`config.mk`:
```
export PLATFORM = sky130hd
export DESIGN_NAME = uart_receiver_flat
export DESIGN_NICKNAME = d
export VERILOG_FILES = /design/src/rtl/uart_receiver_if.sv /design/src/rtl/uart_receiver.sv /design/src/flat_wrapper.sv
export SDC_FILE = /design/constraint.sdc
export NUM_CORES = 1
export LEC_CHECK = 0
export CORE_ASPECT_RATIO = 0.8
export CORE_MARGIN = 2
export CORE_UTILIZATION = 40
export DETAILED_ROUTE_END_ITERATION = 16
export MAX_ROUTING_LAYER = met4
export PLACE_DENSITY = 0.66
export SYNTH_ARGS = -nofsm -noshare
export SYNTH_HDL_FRONTEND = slang
export SYNTH_SLANG_ARGS = --single-unit
```
`constraint.sdc`:
```
create_clock -name clk -period 2.6 [get_ports clk]
set_input_delay 0.52 -clock clk [delete_from_list [all_inputs] [get_ports clk]]
set_output_delay 0.52 -clock clk [all_outputs]
set_load 0.02 [all_outputs]
```
`src/rtl/uart_receiver_if.sv`:
```
// rtl/uart_receiver_if.sv - receive-side result bundle from the UART receiver to system logic
interface uart_receiver_if #(
    parameter int DATA_WIDTH = 8
);
    logic [DATA_WIDTH-1:0] parallel_data;
    logic                  data_valid;
    logic                  parity_error;
    logic                  framing_error;
    logic                  rx_busy;

    modport master (
        output parallel_data,
        output data_valid,
        output parity_error,
        output framing_error,
        output rx_busy
    );

    modport slave (
        input parallel_data,
        input data_valid,
        input parity_error,
        input framing_error,
        input rx_busy
    );
endinterface

```
`src/rtl/uart_receiver.sv`:
```
// rtl/uart_receiver.sv - oversampled UART frame receiver with majority vote, parity and stop checks
module uart_receiver #(
    parameter int DATA_WIDTH = 8
) (
    input  logic             clk,
    input  logic             reset,
    input  logic             serial_data_in,
    input  logic             parity_enable,
    input  logic             parity_type,
    input  logic [5:0]       prescale,
    uart_receiver_if.master  rx
);
    localparam int BW = $clog2(DATA_WIDTH + 3);

    typedef enum logic [2:0] {IDLE, START, DATA, PARITY, STOP} state_t;

    state_t                state, state_next;
    logic [5:0]            p_lat;
    logic                  par_en_lat;
    logic                  par_type_lat;
    logic [5:0]            edge_cnt;
    logic [BW-1:0]         bit_cnt;
    logic                  s0, s1;
    logic [DATA_WIDTH-1:0] shreg;
    logic                  par_bad;
    logic [DATA_WIDTH-1:0] data_q;
    logic                  valid_q, perr_q, ferr_q;

    logic [5:0] half;
    logic       at_s0, at_s1, at_s2;
    logic       maj;
    logic       shift_en, par_check, frame_end;

    // Edge index within the bit selects the three samples around the bit centre
    assign half  = {1'b0, p_lat[5:1]};
    assign at_s0 = (state != IDLE) && (edge_cnt == half - 6'd1);
    assign at_s1 = (state != IDLE) && (edge_cnt == half);
    assign at_s2 = (state != IDLE) && (edge_cnt == half + 6'd1);
    // The third sample is taken live so the decision lands on the same edge
    assign maj   = (s0 & s1) | (s0 & serial_data_in) | (s1 & serial_data_in);

    // Frame state register
    always_ff @(posedge clk) begin
        if (reset) begin
            state <= IDLE;
        end else begin
            state <= state_next;
        end
    end

    // Next-state and per-edge action decode; state only moves on the third sample
    always_comb begin
        state_next = state;
        shift_en   = 1'b0;
        par_check  = 1'b0;
        frame_end  = 1'b0;
        case (state)
            IDLE: begin
                if (!serial_data_in) state_next = START;
            end
            START: begin
                if (at_s2) state_next = maj ? IDLE : DATA;
            end
            DATA: begin
                if (at_s2) begin
                    shift_en = 1'b1;
                    if (bit_cnt == BW'(DATA_WIDTH))
                        state_next = par_en_lat ? PARITY : STOP;
                end
            end
            PARITY: begin
                if (at_s2) begin
                    par_check  = 1'b1;
                    state_next = STOP;
                end
            end
            STOP: begin
                if (at_s2) begin
                    frame_end  = 1'b1;
                    state_next = IDLE;
                end
            end
            default: state_next = IDLE;
        endcase
    end

    // Counters, sample capture, shift register and registered result pulses
    always_ff @(posedge clk) begin
        if (reset) begin
            p_lat        <= 6'd0;
            par_en_lat   <= 1'b0;
            par_type_lat <= 1'b0;
            edge_cnt     <= 6'd0;
            bit_cnt      <= '0;
            s0           <= 1'b0;
            s1           <= 1'b0;
            shreg        <= '0;
            par_bad      <= 1'b0;
            data_q       <= '0;
            valid_q      <= 1'b0;
            perr_q       <= 1'b0;
            ferr_q       <= 1'b0;
        end else begin
            valid_q <= 1'b0;
            perr_q  <= 1'b0;
            ferr_q  <= 1'b0;
            if (state == IDLE) begin
                if (!serial_data_in) begin
                    // This edge is edge 0 of the start bit
                    p_lat        <= prescale;
                    par_en_lat   <= parity_enable;
                    par_type_lat <= parity_type;
                    edge_cnt     <= 6'd1;
                    bit_cnt      <= '0;
                    par_bad      <= 1'b0;
                end
            end else begin
                if (edge_cnt == p_lat - 6'd1) begin
                    edge_cnt <= 6'd0;
                    bit_cnt  <= bit_cnt + BW'(1);
                end else begin
                    edge_cnt <= edge_cnt + 6'd1;
                end
                if (at_s0) s0 <= serial_data_in;
                if (at_s1) s1 <= serial_data_in;
                if (shift_en) shreg <= {maj, shreg[DATA_WIDTH-1:1]};
                if (par_check) par_bad <= (maj != (^shreg ^ par_type_lat));
                if (frame_end) begin
                    perr_q <= par_bad;
                    ferr_q <= ~maj;
                    if (!par_bad && maj) begin
                        data_q  <= shreg;
                        valid_q <= 1'b1;
                    end
                end
            end
        end
    end

    assign rx.parallel_data = data_q;
    assign rx.data_valid    = valid_q;
    assign rx.parity_error  = perr_q;
    assign rx.framing_error = ferr_q;
    assign rx.rx_busy       = (state != IDLE);
endmodule

```
`src/flat_wrapper.sv`:
```
// flat-port wrapper written by rule: the top's interface ports become plain ports
module uart_receiver_flat 
#(
    parameter int DATA_WIDTH = 8
)
  (clk, reset, serial_data_in, parity_enable, parity_type, prescale, rx_parallel_data, rx_data_valid, rx_parity_error, rx_framing_error, rx_rx_busy);
  uart_receiver_if #(.DATA_WIDTH(DATA_WIDTH)) rx_i ();
  input  logic clk;
  input  logic reset;
  input  logic serial_data_in;
  input  logic parity_enable;
  input  logic parity_type;
  input  logic [5:0] prescale;
  output wire logic [$bits(rx_i.parallel_data)-1:0] rx_parallel_data;
  output wire logic [$bits(rx_i.data_valid)-1:0] rx_data_valid;
  output wire logic [$bits(rx_i.parity_error)-1:0] rx_parity_error;
  output wire logic [$bits(rx_i.framing_error)-1:0] rx_framing_error;
  output wire logic [$bits(rx_i.rx_busy)-1:0] rx_rx_busy;
  assign rx_parallel_data = rx_i.parallel_data;
  assign rx_data_valid = rx_i.data_valid;
  assign rx_parity_error = rx_i.parity_error;
  assign rx_framing_error = rx_i.framing_error;
  assign rx_rx_busy = rx_i.rx_busy;
  uart_receiver #(.DATA_WIDTH(DATA_WIDTH)) u_core (.clk(clk), .reset(reset), .serial_data_in(serial_data_in), .parity_enable(parity_enable), .parity_type(parity_type), .prescale(prescale), .rx(rx_i));
endmodule
```
==> results.sh <==
export IMPL_vias_per_cell=5.28
export IMPL_finClkSkew_ps=9.51
export IMPL_drt_antenna_violating_nets=0
export IMPL_synth_area_leaders="dfxtp_1 36%, mux2i_1 8.7%, xnor2_1 7.2%"
export IMPL_clock_sinks=43
export IMPL_setup_worst_path_start_class="flop"
export IMPL_root_buffer="clkbuf_8"
export IMPL_cts_buffers=5
export IMPL_antenna_diode_count=0
export IMPL_ctsHtreeMaxLevel=2
export IMPL_synthCells=288
export IMPL_hp_class="flop to flop"
export IMPL_io_pins=23
export IMPL_pwr_density_cell_nw_per_um2=702
export IMPL_worst_slew_pin_transition_ps=576
export IMPL_period_minus_slack_ps=2500
export IMPL_place_inst=392
export IMPL_final_max_slew_viol_count=0
export IMPL_routedWlPerCell_um=13.3
export IMPL_crit_type="flop to flop"
export IMPL_grt_overflow=0
export IMPL_rows=25
export IMPL_dpl_instance_area_um2=2820
export IMPL_leakage_nw=1.10
export IMPL_setup_viol=0
export IMPL_synthArstFlopShare=0
export IMPL_final_cells=402
export IMPL_hold_buffers=0
export IMPL_setup_tns_ps=0
export IMPL_routed_wl_um=5340
export IMPL_netlist_area_leader_share=0.356
export IMPL_drc=0
export IMPL_synth_distinct_cells=49
export IMPL_fin_area_um2=2960
export IMPL_first_pass_iters=4
export IMPL_max_freq_ghz=0.399
export IMPL_synth_edf_count=0
export IMPL_antenna_found_initial=0
export IMPL_worst_setup_path_end_kind="flop"
export IMPL_nets=338
export IMPL_clock_latency_ps=310
export IMPL_fin_crit_sh=0.963
export IMPL_area_growth_pct=22.3
export IMPL_dieArea_um2=6690
export IMPL_die_h_um=73.6
export IMPL_drive_gt1_frac=0.137
export IMPL_clk_pin_slew_worst_paths_ps=90
export IMPL_portBuffers=22
export IMPL_grt_pass1_vias=2000
export IMPL_synth_seq_area_share=0.356
export IMPL_arrival_ps=2750
export IMPL_cts_buffer_depth=2
export IMPL_die_x_um=91.0
export IMPL_yosys_area_top_type="dfxtp_1"
export IMPL_ys_ff_latch=43
export IMPL_netlist_area_um2=2420
export IMPL_yosysWarnings=0
export IMPL_worstPathRequired_ps=2840
export IMPL_hold_violations=0
export IMPL_cp_max_fo=4
export IMPL_start_util=0.412
export IMPL_drv_cap=0
export IMPL_grt_usage=0.179
export IMPL_ir_drop_mv=0.282
export IMPL_core_area_um2=5880
export IMPL_cts_tree="yes"
export IMPL_synth_fp_nets=306
export IMPL_layout_common_cells="42 x nor2_1, 42 x dfxtp_1, 22 x clkdlybuf4s50_1, 21 x mux2i_1, 21 x buf_4"
export IMPL_grt_pass1_wl_um=9360
export IMPL_whs_ps=508
export IMPL_maxSlewHeadroom=0.614
export IMPL_drtIter0Drc=127
export IMPL_dp_hpwl_um=3890
export IMPL_vias=2124
export IMPL_synth_flop_cell="dfxtp_1"
export IMPL_grt_max_degree=25
export IMPL_status="complete, no violations"
export IMPL_avgSynthCellArea_um2=8.41
export IMPL_routabilityCongestion=0.901
[critical path, cell delays in order (launching register included)]
cell and delay, ps:
dfxtp_4 370, inv_4 70, ha_4 140, or3b_4 380, or3_4 380, a2111oi_4 410
nand2_2 90, or4b_4 490, a21oi_2 110
[synthesized netlist by cell type (3+ instances only)]
cell type and count:
nor2_1 42, nand3b_1 3, a21oi_1 19, nand2_1 12, nor3_1 5, xor2_1 4, a31oi_1 4, xnor2_1 20
mux2i_1 21, dfxtp_1 43, nor4_1 5, nor2b_1 4, nand3_1 7, nand4_1 6, nand2b_1 4, and2_1 4
inv_1 11, o21ai_0 14, buf_2 3, ha_1 7, clkbuf_1 13, o41ai_1 3
[stage by stage]
step / utilization / power, mW / setup WS, ps
after floorplan: - / 1.31 / 2.78
after global routing: 0.504 / 2.23 / -3.11
final: 0.504 / 2.08 / 96.7
after CTS: 0.499 / 2.08 / 53.5
after detailed placement: 0.480 / 1.53 / 59.0
after global placement: 0.480 / 1.52 / 113
[registers in the layout, indices dropped and copies added (netlist names)]
| signal | cells |
|---|---|
| u_core.bit_cnt | 4 |
| u_core.s1 | 1 |
| u_core.rx.data_valid | 1 |
| u_core.p_lat | 6 |
| u_core.rx.parity_error | 1 |
| u_core.rx.parallel_data | 8 |
| u_core.s0 | 1 |
| u_core.rx.framing_error | 1 |
| u_core.par_bad | 1 |
| u_core.par_type_lat | 1 |
| u_core.edge_cnt | 6 |
| u_core.shreg | 8 |
| u_core.par_en_lat | 1 |
| u_core.state | 3 |
[kinds of logic after synthesis]
group | after synthesis | share of synthesized area
buffers and inverters | 30 | 0.0543
AOI/OAI and AO/OA | 54 | 0.144
adders and majority gates | 8 | 0.0403
DFF | 43 | 0.356
xor gates and xnor gates | 24 | 0.0868
and+or+nand+nor | 107 | 0.228
muxes | 22 | 0.0915
[where the power goes]
part           switching [mW]  internal, mW  total, mW  leakage [nW]
logic                   0.421         0.348      0.769         0.692
clock network           0.252         0.290      0.541        0.0548
registers              0.0643         0.704      0.768         0.349
total                   0.737          1.34       2.08          1.10
[worst paths after layout]
path | startpoint | slack [ps] | to | cells after the start
setup / recovery | u_core.p_lat[2]$_SDFFE_PP0P_ | 100 | u_core.bit_cnt[3]$_SDFFE_PP0P_ | 8
hold / removal | u_core.rx.parallel_data[0]$_SDFFE_PP0P_ | 510 | u_core.rx.parallel_data[0]$_SDFFE_PP0P_ | 2
setup reg to reg | u_core.p_lat[2]$_SDFFE_PP0P_ | 100 | u_core.bit_cnt[3]$_SDFFE_PP0P_ | 8
hold reg to reg | u_core.rx.parallel_data[0]$_SDFFE_PP0P_ | 510 | u_core.rx.parallel_data[0]$_SDFFE_PP0P_ | 2
[metal layers]
| layer | global-route usage | wire length, um |
|---|---|---|
| met5 | - | 0 |
| met4 | 0.0606 | 85 |
| met3 | 0.0400 | 286 |
| met2 | 0.271 | 2300 |
| met1 | 0.238 | 2660 |
[final cells by class]
| cell class | instances | area [um2] |
|---|---|---|
| Sequential cell | 43 | 865 |
| Multi-Input combinational cell | 215 | 1460 |
| Inverter | 12 | 47.5 |
| Timing Repair Buffer | 43 | 378 |
| Clock inverter | 3 | 46.3 |
| Tap cell | 81 | 101 |
| Fill cell | 574 | 2920 |
| Clock buffer | 5 | 68.8 |
[timing repair]
action | 4_1_cts | 5_1_grt
setup buffers | 0 | 2
gates resized for setup | 0 | 5
endpoints found under the setup margin | 0 | 2
(Power assumes the default switching activity.)
